$ cat src/rtl/train_ctrl_pkg.sv
// Types and constants shared by the train-controller blocks.
package train_ctrl_pkg;

  localparam int WIDTH_DEF   = 19;
  localparam int STATE_W_DEF = 4;

  typedef enum logic [1:0] {
    PH_IDLE  = 2'd0,
    PH_COUNT = 2'd1,
    PH_DONE  = 2'd2
  } phase_e;

  // Controller state codes as driven on present_state.
  localparam logic [STATE_W_DEF-1:0] ST_RESET    = 4'd0;
  localparam logic [STATE_W_DEF-1:0] ST_STOPPED  = 4'd1;
  localparam logic [STATE_W_DEF-1:0] ST_DEPART   = 4'd2;
  localparam logic [STATE_W_DEF-1:0] ST_CRUISE   = 4'd3;
  localparam logic [STATE_W_DEF-1:0] ST_APPROACH = 4'd4;
  localparam logic [STATE_W_DEF-1:0] ST_BRAKE    = 4'd5;
  localparam logic [STATE_W_DEF-1:0] ST_DWELL    = 4'd6;

endpackage

$ cat src/rtl/phase_timer.sv
// Phase countdown timer: reloads on controller state change or start, counts ticks,
// pulses expired at end of phase. Define PHASE_TIMER_AUTORELOAD_EN for periodic reload.
module phase_timer
  import train_ctrl_pkg::*;
#(
  parameter int WIDTH   = WIDTH_DEF,
  parameter int STATE_W = STATE_W_DEF
) (
  input  logic               clk,
  input  logic               rst_n,
  input  logic [WIDTH-1:0]   load_val,
  input  logic [STATE_W-1:0] present_state,
  input  logic               start,
  input  logic               tick,
  input  logic               hold,
  output logic [WIDTH-1:0]   remaining,
  output logic               running,
  output logic               expired
);

  phase_e             state_q;
  logic [WIDTH-1:0]   remaining_q;
  logic [STATE_W-1:0] prev_state_q;
  logic               expired_q;
  logic               running_q;
  logic               load_ev;
  logic               cnt_ev;

  assign load_ev = (present_state != prev_state_q) || start;
  assign cnt_ev  = (state_q == PH_COUNT) && tick && !hold;

  always_ff @(posedge clk or negedge rst_n) begin
    if (!rst_n) begin
      state_q      <= PH_IDLE;
      remaining_q  <= '0;
      prev_state_q <= '0;
      expired_q    <= 1'b0;
      running_q    <= 1'b0;
    end else begin
      prev_state_q <= present_state;
      expired_q    <= 1'b0;
      if (load_ev) begin
        // A zero-length phase ends immediately but still tells the controller.
        if (load_val != '0) begin
          remaining_q <= load_val;
          state_q     <= PH_COUNT;
          running_q   <= 1'b1;
        end else begin
          remaining_q <= '0;
          state_q     <= PH_DONE;
          running_q   <= 1'b0;
          expired_q   <= 1'b1;
        end
      end else if (cnt_ev) begin
        if (remaining_q <= WIDTH'(1)) begin
          expired_q <= 1'b1;
`ifdef PHASE_TIMER_AUTORELOAD_EN
          if (load_val != '0) begin
            remaining_q <= load_val;
          end else begin
            remaining_q <= '0;
            state_q     <= PH_DONE;
            running_q   <= 1'b0;
          end
`else
          remaining_q <= '0;
          state_q     <= PH_DONE;
          running_q   <= 1'b0;
`endif
        end else begin
          remaining_q <= remaining_q - WIDTH'(1);
        end
      end
    end
  end

  assign remaining = remaining_q;
  assign running   = running_q;
  assign expired   = expired_q;

endmodule

$ cat config.mk
export PLATFORM = sky130hd
export DESIGN_NAME = phase_timer
export DESIGN_NICKNAME = d
export VERILOG_FILES = /design/src/rtl/train_ctrl_pkg.sv /design/src/rtl/phase_timer.sv
export SDC_FILE = /design/constraint.sdc
export NUM_CORES = 1
export LEC_CHECK = 0
export ABC_AREA = 1
export CORE_UTILIZATION = 50
export DETAILED_ROUTE_END_ITERATION = 16
export DONT_BUFFER_PORTS = 1
export HOLD_SLACK_MARGIN = 0.08
export SLEW_MARGIN = 20
export SYNTH_ARGS = -nofsm -noshare
export SYNTH_HDL_FRONTEND = slang
export SYNTH_SLANG_ARGS = --single-unit
$ cat constraint.sdc
create_clock -name clk -period 2.22 [get_ports clk]
set_input_delay 0.444 -clock clk [delete_from_list [all_inputs] [get_ports clk]]
set_output_delay 0.444 -clock clk [all_outputs]
set_load 0.03 [all_outputs]
==> flow_metrics.tcl <==
set metrics [dict create \
    max_freq_mhz 555 \
    timing.slew.headroom 0.707 \
    die_h_um 64.5 \
    post_drt_via_cell_ratio 4.84 \
    cts_tree "yes" \
    clk_latency_ns 0.28 \
    crit_type "reg2reg" \
    setup-violations-final 0 \
    path_buf_inv 1 \
    hp-class "in2reg" \
    overflow 0 \
    final_cells 339 \
    drc_errors 0 \
    antenna_found_initial 0 \
    yosysUniqueCellTypes 29 \
    outcome "completed" \
    synth_area_per_cell_um2 6.86 \
    leakagePower_uw 0.00107 \
    synth_seq_cells 26 \
    std_cell_rows 22 \
    worst_path_most_repeated_cell "nand2_1" \
    critPathArrivalTime_ns 2.01 \
    grt_pass1_vias 1627 \
    initial_core_util 0.526 \
    synth-edff-count 0 \
    port_buffers 0 \
    num_vias 1642 \
    layout_commonest_cell "nand2_1" \
    final_cell_mix "nand2_1, nor2_1, inv_1, dfrtp_1" \
    die_w_um 64.5 \
    cp-start-kind "register" \
    io_pins 49 \
    whs_ns 0.191 \
    crit_family "simple AND/OR/NAND/NOR gates" \
    skew_ns 0.00953 \
    antenna_left 0 \
    synth_cells 285 \
    postCtsHoldBufs 2 \
    placed_cells 333 \
    grt_max_degree 27 \
    fin_crit_ns 1.80 \
    drtPass1Iterations 4 \
    rsz0062_at_grt "no" \
    slew_violations 0 \
    clkTransAtPathRegs_ns 0.09 \
    core_mm2 0.00372 \
    crit_slowest_cell "dfrtp_1" \
    power_uw 1160 \
    ys_warn_count 0 \
    hpwlAfterDp_mm 3.23 \
    wl_per_cell_um 12.4 \
    finalCritPeriodShare 0.812 \
    die-area_mm2 0.00416 \
    synth_flop_cell "dfrtp_1" \
    grt_pass1_wl_mm 7.22 \
    power_density_mw_per_mm2 550 \
    async_reset_ff_frac 1.00 \
    cts_buffer_depth 2 \
    cp_max_fo 19 \
    place_area_mm2 0.00202 \
    finalHoldViolCount 0 \
    nFillCells 373 \
    drtIter0Drc 64 \
    cp.required_ns 2.42 \
    clock_sinks 26 \
    crit_path_end_kind "register" \
    grtUsageTotal 0.224 \
    routabilityCongestion 0.841 \
    antenna_cells 0 \
    netlist_area_mm2 0.00195 \
    postCtsSetupRepairBufs 0 \
    synth_seq_area_share 0.333 \
    area_growth_syn_to_layout_pct 7.62 \
    design_area_mm2 0.00210 \
    cts.htree.levels 1 \
    worst_slew_pin_slew_ns 0.439 \
    syn_nets 315 \
    max-vdd-ir-drop_v 0.000375 \
    cp_cell_sequence "inv_1, ha_1, nand2_1, nor2_1, nand3_2, nand2_4, nor2_8, nand2_1, a21oi_1" \
    final.setup.tns_ns 0 \
    maxCapViolCount 0 \
    drt-total-wl_mm 4.19 \
    final_net_count 322 \
    drive_gt1_frac 0.155 \
    cts_resized 0 \
    cts_made_buffers 3 \
    cts_root_buf "clkbuf_8" \
    cpPeakStageDelay_ns 0.57 \
]
## synthesized netlist by cell type (2+ instances only)
library cell / instances / area, um^2
ha_1: 2 / 25.0
nor2_4: 2 / 22.5
a21oi_2: 5 / 43.8
nor4_1: 2 / 12.5
inv_2: 2 / 7.51
o21ai_0: 4 / 20.0
a21oi_1: 9 / 45.0
inv_1: 37 / 139
xor2_1: 11 / 96.3
nand2_1: 88 / 330
nand3_4: 2 / 35.0
xnor2_1: 3 / 26.3
buf_4: 3 / 22.5
buf_2: 3 / 15.0
nand3_1: 11 / 55.1
dfrtp_1: 26 / 651
nor2_1: 46 / 173
nand3_2: 7 / 70.1
nand2_2: 6 / 37.5
nor2_2: 6 / 37.5
nand4_1: 2 / 12.5
## worst reg2reg max path, cell delays in order, from the launching register on
cell,delay [ns]
dfrtp_1,0.57
inv_1,0.14
ha_1,0.20
nand2_1,0.06
nor2_1,0.06
nand3_2,0.10
nand2_4,0.07
nor2_8,0.28
nand2_1,0.11
a21oi_1,0.13
## sequential cells by signal, summed over array words and instances (netlist names)
signal,count
remaining,19
expired,1
prev_state_q,4
state_q,2
## final timing paths
kind                       slack, ns        startpoint              end  cells after the start
max in group asynchronous       1.44             rst_n     remaining[5]                      2
min                             0.19  present_state[0]  prev_state_q[0]                      0
max reg2reg                     0.42      remaining[1]     remaining[6]                      9
min in group asynchronous       0.61             rst_n    remaining[10]                      2
max                             0.42      remaining[1]     remaining[6]                      9
min reg2reg                     0.50        state_q[1]       state_q[1]                      2
## routing by layer
metal  GRT usage  routed length (um)  part of all wire  vias to the layer above
met3      0.0475                 203             0.048                        5
met1       0.289                2080              0.50                      715
li1            -                   -                 -                      877
met4      0.0667                  48             0.011                        0
met5           0                   0                 0                        -
met2       0.375                1860              0.44                       45
## where the power goes
group / switching (uW) / internal [uW] / total (uW)
combinational: 141 / 86.5 / 227
clock: 159 / 159 / 317
sequential: 104 / 508 / 612
## cell families (layout without fill, tap and decap cells)
logic type,count (synthesis),in the layout,share of synthesized area
buffers and inverters,46,52,0.0999
and+or+nand+nor,177,177,0.430
AOI/OAI and AO/OA,20,20,0.0621
xor gates and xnor gates,14,14,0.0627
DFF,26,26,0.333
adders and majority gates,2,2,0.0128
## through the flow
stage / worst slack, ns / util
2_1_floorplan: 0.596 / -
3_3_place_gp: 0.426 / 0.543
3_5_place_dp: 0.418 / 0.543
4_1_cts: 0.405 / 0.566
5_1_grt: 0.200 / 0.566
6_report: 0.418 / 0.566
## layout make-up
cell class | count | area, um^2 | share of cell area
Multi-Input combinational cell | 213 | 1110 | 0.527
Clock buffer | 4 | 55.1 | 0.0262
Inverter | 39 | 146 | 0.0696
Sequential cell | 26 | 651 | 0.309
Timing Repair Buffer | 9 | 82.6 | 0.0393
Tap cell | 48 | 60.1 | 0.0286
Note: power is estimated with default switching activity, not from simulation.
